==> src/rtl/pipe_stall_ctrl_pkg.sv <==
// Shared types and defaults for the pipeline stall/flush sequencer.
package pipe_stall_ctrl_pkg;

    localparam int unsigned REG_W       = 5;
    localparam int unsigned STALL_W     = 32;
    localparam int unsigned MUL_CYC_DEF = 4;
    localparam int unsigned DIV_CYC_DEF = 32;
    localparam int unsigned CNT_W_DEF   = 6;

    typedef enum logic {
        ST_RUN = 1'b0,
        ST_MDU = 1'b1
    } state_e;

endpackage : pipe_stall_ctrl_pkg

==> src/rtl/pipe_stall_ctrl_hazard_detect.sv <==
// Load-use hazard compare between the EX load destination and the ID sources.
module hazard_detect
    import pipe_stall_ctrl_pkg::*;
(
    input  logic       ex_is_load,
    input  logic [4:0] ex_rd,
    input  logic [4:0] id_rs,
    input  logic [4:0] id_rt,
    input  logic       id_use_rs,
    input  logic       id_use_rt,
    output logic       lu_stall
);

    logic rs_hit;
    logic rt_hit;

    // r0 is hardwired zero, so a load into it never hazards.
    assign rs_hit   = id_use_rs && (id_rs == ex_rd);
    assign rt_hit   = id_use_rt && (id_rt == ex_rd);
    assign lu_stall = ex_is_load && (ex_rd != REG_W'(0)) && (rs_hit || rt_hit);

endmodule : hazard_detect

==> src/rtl/pipe_stall_ctrl.sv <==
// Pipeline register enable/flush sequencer: load-use, branch flush, MDU occupancy, dmem wait.
module pipe_stall_ctrl
    import pipe_stall_ctrl_pkg::*;
#(
    parameter int unsigned MUL_CYC = MUL_CYC_DEF,
    parameter int unsigned DIV_CYC = DIV_CYC_DEF,
    parameter int unsigned CNT_W   = CNT_W_DEF
) (
    input  logic        clk,
    input  logic        rst,
    input  logic [4:0]  id_rs,
    input  logic [4:0]  id_rt,
    input  logic        id_use_rs,
    input  logic        id_use_rt,
    input  logic        id_mdu,
    input  logic        id_mdu_div,
    input  logic        ex_is_load,
    input  logic [4:0]  ex_rd,
    input  logic        br_taken,
    input  logic        dmem_req,
    input  logic        dmem_ack,
    output logic        pc_en,
    output logic        if_id_en,
    output logic        id_ex_en,
    output logic        ex_mem_en,
    output logic        mem_wb_en,
    output logic        if_id_flush,
    output logic        id_ex_flush,
    output logic        ex_mem_flush,
    output logic        mdu_busy,
    output logic        mdu_done,
    output logic [31:0] stall_cycles
);

    state_e           state;
    state_e           state_nxt;
    logic [CNT_W-1:0] cnt;
    logic [CNT_W-1:0] cnt_nxt;
    logic [CNT_W-1:0] mdu_load;
    logic             lu_stall;

    hazard_detect u_hazard_detect (
        .ex_is_load (ex_is_load),
        .ex_rd      (ex_rd),
        .id_rs      (id_rs),
        .id_rt      (id_rt),
        .id_use_rs  (id_use_rs),
        .id_use_rt  (id_use_rt),
        .lu_stall   (lu_stall)
    );

    assign mdu_load = id_mdu_div ? CNT_W'(DIV_CYC - 1) : CNT_W'(MUL_CYC - 1);

    // State and MDU countdown.
    always_ff @(posedge clk) begin
        if (rst) begin
            state <= ST_RUN;
            cnt   <= '0;
        end else begin
            state <= state_nxt;
            cnt   <= cnt_nxt;
        end
    end

    // Next state and all enables/flushes.
    always_comb begin
        state_nxt    = state;
        cnt_nxt      = cnt;
        pc_en        = 1'b0;
        if_id_en     = 1'b0;
        id_ex_en     = 1'b0;
        ex_mem_en    = 1'b0;
        mem_wb_en    = 1'b0;
        if_id_flush  = 1'b0;
        id_ex_flush  = 1'b0;
        ex_mem_flush = 1'b0;
        mdu_busy     = 1'b0;
        mdu_done     = 1'b0;

        if (rst) begin
            state_nxt = ST_RUN;
            cnt_nxt   = '0;
        end else begin
            unique case (state)
                ST_RUN: begin
                    if (dmem_req && !dmem_ack) begin
                        // whole pipe frozen until memory answers
                    end else if (lu_stall) begin
                        id_ex_en    = 1'b1;
                        id_ex_flush = 1'b1;
                        ex_mem_en   = 1'b1;
                        mem_wb_en   = 1'b1;
                    end else begin
                        pc_en       = 1'b1;
                        if_id_en    = 1'b1;
                        id_ex_en    = 1'b1;
                        ex_mem_en   = 1'b1;
                        mem_wb_en   = 1'b1;
                        if_id_flush = br_taken;
                        if (id_mdu) begin
                            cnt_nxt = mdu_load;
                            if (mdu_load != '0) begin
                                state_nxt = ST_MDU;
                            end
                        end
                    end
                end
                ST_MDU: begin
                    mdu_busy = 1'b1;
                    if (cnt != '0) begin
                        // front end held; MEM/WB drain behind a bubble
                        ex_mem_en    = 1'b1;
                        ex_mem_flush = 1'b1;
                        mem_wb_en    = 1'b1;
                        cnt_nxt      = cnt - CNT_W'(1);
                    end else begin
                        mdu_done  = 1'b1;
                        pc_en     = 1'b1;
                        if_id_en  = 1'b1;
                        id_ex_en  = 1'b1;
                        ex_mem_en = 1'b1;
                        mem_wb_en = 1'b1;
                        state_nxt = ST_RUN;
                    end
                end
                default: begin
                    state_nxt = ST_RUN;
                    cnt_nxt   = '0;
                end
            endcase
        end
    end

    // Saturating count of PC-stalled cycles.
    always_ff @(posedge clk) begin
        if (rst) begin
            stall_cycles <= '0;
        end else if (!pc_en && (stall_cycles != {STALL_W{1'b1}})) begin
            stall_cycles <= stall_cycles + 32'd1;
        end
    end

endmodule : pipe_stall_ctrl

==> config.mk <==
export PLATFORM = sky130hd
export DESIGN_NAME = pipe_stall_ctrl
export DESIGN_NICKNAME = d
export VERILOG_FILES = /design/src/rtl/pipe_stall_ctrl_pkg.sv /design/src/rtl/pipe_stall_ctrl_hazard_detect.sv /design/src/rtl/pipe_stall_ctrl.sv
export SDC_FILE = /design/constraint.sdc
export NUM_CORES = 1
export LEC_CHECK = 0
export CORE_MARGIN = 2
export CORE_UTILIZATION = 50
export DETAILED_ROUTE_END_ITERATION = 10
export GPL_ROUTABILITY_DRIVEN = 0
export PLACE_DENSITY = 0.94
export SKIP_LAST_GASP = 1
export SYNTH_ARGS = -nofsm -noshare
export SYNTH_HDL_FRONTEND = slang
export SYNTH_SLANG_ARGS = --single-unit
==> constraint.sdc <==
create_clock -name clk -period 4.2 [get_ports clk]
set_input_delay 0.84 -clock clk [delete_from_list [all_inputs] [get_ports clk]]
set_output_delay 0.84 -clock clk [all_outputs]
set_load 0.005 [all_outputs]
### Word-level counts from Yosys, hierarchy flattened

Cells that the tools add are included.

| storage, ports and cells | value |
|---|---|
| register bits | 39 |

| cells by class | value |
|---|---|
| mux-type cells | 36 |
| add/subtract/negate cells | 2 |
| equality and inequality tests | 7 |
| bitwise gates (word level) | 1 |
| reductions and logical operators | 13 |

Operator list:

| cell | number |
|---|---|
| $add 32x1->32 const B | 1 |
| $ne 32x32->1 const B | 1 |
| $mux 1 | 26 |
| $mux 6 | 4 |
| $pmux 6 s2 | 1 |
| $reduce_bool 6->1 | 2 |
| $eq 5x5->1 | 2 |
| $pmux 1 s2 | 4 |
| $logic_and 1x1->1 | 6 |
| $ne 2x2->1 const B | 3 |
| $sub 6x1->6 const B | 1 |
| $mux 5 | 1 |
| $reduce_bool 5->1 | 1 |
| $reduce_and 4->1 | 1 |
| $logic_not 1->1 | 2 |
| $ne 2x1->1 const B | 1 |
| $logic_or 1x1->1 | 1 |
| $not 1->1 | 1 |

### Longest topological paths before layout

| depth | value |
|---|---|
| depth after elaboration | 10 |
| gate-level depth with buffers | 10 |

### Modules after synthesis

A second synthesis with hierarchy kept.

| unflattened totals | value |
|---|---|
| cell total of the unflattened synthesis | 283 |
| area total of the unflattened synthesis | 2371.0 µm² |

By module, submodules not included:

| module | cells an instance | seq. area each (µm²) | instances | area an instance (µm²) |
|---|---|---|---|---|
| pipe_stall_ctrl | 266 | 780.7 | 1 | 2237.1 |
| hazard_detect | 17 | 0.0 | 1 | 133.9 |

### Worst setup path before layout

Ideal clock, no wire load.

| timing | value |
|---|---|
| kind | in2out |
| from | input ex_rd[1] |
| to | output pc_en |
| path buffers | 2 |
| data arrival time | 2.166 ns |
| setup slack | 1.194 ns |
| cell stages on the path | 6 |
| cells stage by stage | or4_1 o21a_2 a31o_2 buf_4 inv_1 buf_4 |

| on the way | value |
|---|---|
| longest elaborated chain between the ends | 8 |

RTL lines:

| item | line | source |
|---|---|---|
| start: declaration | pipe_stall_ctrl.sv:18 | `input logic [4:0] ex_rd,` |
| $eq 5x5->1, on equally long branches | pipe_stall_ctrl_hazard_detect.sv:18, pipe_stall_ctrl_hazard_detect.sv:19 |  |
| $logic_and 1x1->1, on equally long branches | pipe_stall_ctrl_hazard_detect.sv:18, pipe_stall_ctrl_hazard_detect.sv:19 |  |
| $logic_or 1x1->1 | pipe_stall_ctrl_hazard_detect.sv:20 | `assign lu_stall = ex_is_load && (ex_rd != REG_W'(0)) && (rs_hit \|\| rt_hit);` |
| $logic_and 1x1->1 * | pipe_stall_ctrl_hazard_detect.sv:20 |  |
| $mux 1 * (2 in a row) | n/a |  |
| $pmux 1 s2 * | n/a |  |
| $mux 1 * | n/a |  |
| end: declaration | pipe_stall_ctrl.sv:22 | `output logic pc_en,` |

Every way passes the cells marked *; elsewhere a longest branch is shown, timed or not.

### Worst setup path in the final report

| timing | value |
|---|---|
| from | input ex_rd[1] |
| to | output if_id_en |

| on the way | value |
|---|---|
| longest elaborated chain between the ends | 8 |

RTL lines:

| item | line | source |
|---|---|---|
| $eq 5x5->1, on equally long branches | pipe_stall_ctrl_hazard_detect.sv:18, pipe_stall_ctrl_hazard_detect.sv:19 |  |
| $logic_and 1x1->1, on equally long branches | pipe_stall_ctrl_hazard_detect.sv:18, pipe_stall_ctrl_hazard_detect.sv:19 |  |
| $logic_or 1x1->1 | pipe_stall_ctrl_hazard_detect.sv:20 |  |
| $logic_and 1x1->1 * | pipe_stall_ctrl_hazard_detect.sv:20 |  |
| $mux 1 * | pipe_stall_ctrl.sv:88 | `end else if (lu_stall) begin` |
| $mux 1 * | pipe_stall_ctrl.sv:86 | `if (dmem_req && !dmem_ack) begin` |
| $pmux 1 s2 * | pipe_stall_ctrl.sv:84 | `unique case (state)` |
| $mux 1 * | pipe_stall_ctrl.sv:80 | `if (rst) begin` |
| end: declaration | pipe_stall_ctrl.sv:23 | `output logic if_id_en,` |

Marks and branches as above.

==> results.md <==
- Status: finished clean
- Slew Viols, Final: 0
- Die Span Y: 69.9 um
- R2r setup slk: 1.38 ns
- Synth Flop Type: dfxtp_1
- Critical path type: in -> out
- I/O Buffers: 66
- Register area: 781 um2
- CP Max Fanout: 4
- Post-route ant nets: 0
- Worst slew pin tran: 0.557 ns
- Fin Setup TNS: 0 ns
- Leak pwr: 1.08 nW
- Mapped cell area: 2170 um2
- Hold_buf cts: 0
- Resize count post-CTS: 0
- Worst vdd ir: 284 uV
- # setup viols final: 0
- Synthesized instance count: 268
- Seq/Total Area, Yosys: 0.359
- Vias per inst: 5.76
- Number of flops mapped to enable cells by yosys: 0
- Half-perimeter wire length after placement: 4120 um
- Clock-pin slew on the worst setup and hold paths: 0.07 ns
- Pre-CTS setup slack: 0.383 ns
- Max cap viols: 0
- Total placed instance area: 2860 um2
- WL/cell: 14.8 um
- Nets: 361
- Slew headroom: 0.628
- Number of remaining DRC errors: 0
- Number of global-route vias before repair: 2,162
- Pin count of the biggest net entering global routing: 39
- Core Area: 4090 um2
- Critical Path RT: 3.36 ns
- Fmax achieved: 263 MHz
- Via count: 2,205
- H-tree depth: 2
- GRT Util Overall: 0.240
- Finished Cell Area: 2960 um2
- Starting Density: 0.532
- Final WL: 5690 um
- Area of the multi-input gates: 1290 um2
- Unrepaired setup endpoints after global routing: false
- Power per cell area: 300 nW/um2
- Mapped Avg Cell Area: 8.10 um2
- GR Overflow Total: 0
- FFs w/ async S/R, synth: 0
- Bufs on Longest Clock Path: 2
- Skew final: 0.00648 ns
- Setup slack after layout: 0.393 ns
- Tcrit/Tclk final: 0.906
- Share of cells above drive strength 1: 0.0541
- CTS tree: yes
- Post-synth net total: 296
- Top Ports: 67
- Die ar.: 4890 um2
- Ys Warns: 0
- Final core occ: 0.725
- Die Width: 69.9 um
- Yosys top cell area share: 0.359
- Postcts setup bufs: 0
- Most frequent cell after synthesis: nor2_1
- Total CTS buffers: 5
- HP Class: reg -> reg
- Worst skew pair latency: 0.29 ns
- Initial antenna violation count: 0
- Initial drt markers: 170
- Drt first pass iters: 4
- Clk root buf: clkbuf_8
- Top post-synthesis cells by area: dfxtp_1 (36%), xor2_1 (9.7%), nor2_1 (7.6%)
- Setup crit start kind: primary input
- CP arrival: 2.97 ns
- CTS sink cnt: 39
- Number of diodes: 0
- Endpoints failing hold: 0
- Post-synth top cells: nor2_1 (44), dfxtp_1 (39), nand3_1 (25), xor2_1 (24), nand2_1 (18)
- Filler cell count: 318
- Synthesis-stage register bit count: 39
- Yosys cell types: 46
- CP Capture Type: primary output
- Post-synth top area cell: dfxtp_1
- Final min period: 3.81 ns
- Row count: 23
- Synthesis-to-layout area growth: 36.4%
- First-pass GRT wire length: 9650 um
[metal layers]
metal | global-route usage | vias up | routed length [um]
li1 | - | 1062 | -
met1 | 0.279 | 1032 | 2370
met2 | 0.413 | 91 | 2800
met3 | 0.0606 | 20 | 344
met4 | 0.113 | 0 | 169
met5 | 0 | - | 0
[per-stage QoR]
| step | power (W) | std cells | hold WS [ns] |
|---|---|---|---|
| floorplan | 0.000520 | 268 | 0.479 |
| global placement | 0.000587 | 376 | 0.489 |
| detailed placement | 0.000596 | 376 | 0.511 |
| CTS | 0.000894 | 383 | 0.529 |
| global route | 0.000934 | 383 | 0.548 |
| finish | 0.000889 | 383 | 0.528 |
[path summary, 6_finish.rpt]
kind,from,end,cells after the start
worst min-delay path,stall_cycles[1]$_SDFFE_PP0P_,stall_cycles[1]$_SDFFE_PP0P_,2
worst min register to register,stall_cycles[1]$_SDFFE_PP0P_,stall_cycles[1]$_SDFFE_PP0P_,2
worst max-delay path,ex_rd[1],if_id_en,6
worst max register to register,stall_cycles[0]$_SDFFE_PP0P_,stall_cycles[23]$_SDFFE_PP0P_,8
[layout make-up]
cell class,count,area share
Clock inverter,1,0.0101
Multi-Input combinational cell,206,0.435
Sequential cell,39,0.264
Clock buffer,6,0.0245
Timing Repair Buffer,69,0.231
Tap cell,50,0.0211
Inverter,12,0.0152
[state kept, by name (all words and copies together), names as in the netlist]
signal and count:
cnt 6, stall_cycles 32, state 1
[report_power, final]
part | leakage, nW | internal [W] | switching [W]
clock | 0.0513 | 0.000174 | 0.000124
sequential | 0.316 | 0.000386 | 0.0000217
combinational | 0.710 | 0.0000916 | 0.0000923
[placed cells by master, fill, tap and decap left out, types with 2 or more instances in the layout]
master            n
or3_1             2
nor3_1            6
a21oi_1           6
clkdlybuf4s50_1  66
o41ai_1           2
dfxtp_1          39
or4b_1            2
inv_1            12
a221o_1           2
and2_1            2
nand4_1          14
nand2_1          18
and3_1            8
ha_1              3
xnor2_1          13
nor2_1           44
nand3_1          25
nor2b_1           3
a211oi_1          2
xor2_1           24
o21ai_0           4
nand4b_1          2
clkbuf_8          5
buf_4             3
and4_1            3
[worst max-delay path: stages]
cell	delay (ns)
clkdlybuf4s50_1	0.47
or4_1	0.54
o21a_2	0.24
a31o_2	0.27
inv_1	0.09
clkdlybuf4s50_1	0.52
[logic make-up after synthesis]
| kind of cell | count (synthesis) | synth area share |
|---|---|---|
| AOI/OAI and AO/OA | 26 | 0.0939 |
| muxes | 2 | 0.00979 |
| and+or+nand+nor | 138 | 0.323 |
| xor gates and xnor gates | 37 | 0.149 |
| buffers and inverters | 23 | 0.0472 |
| adders and majority gates | 3 | 0.0173 |
| DFF | 39 | 0.359 |
Power figures use the tool's default switching activity.
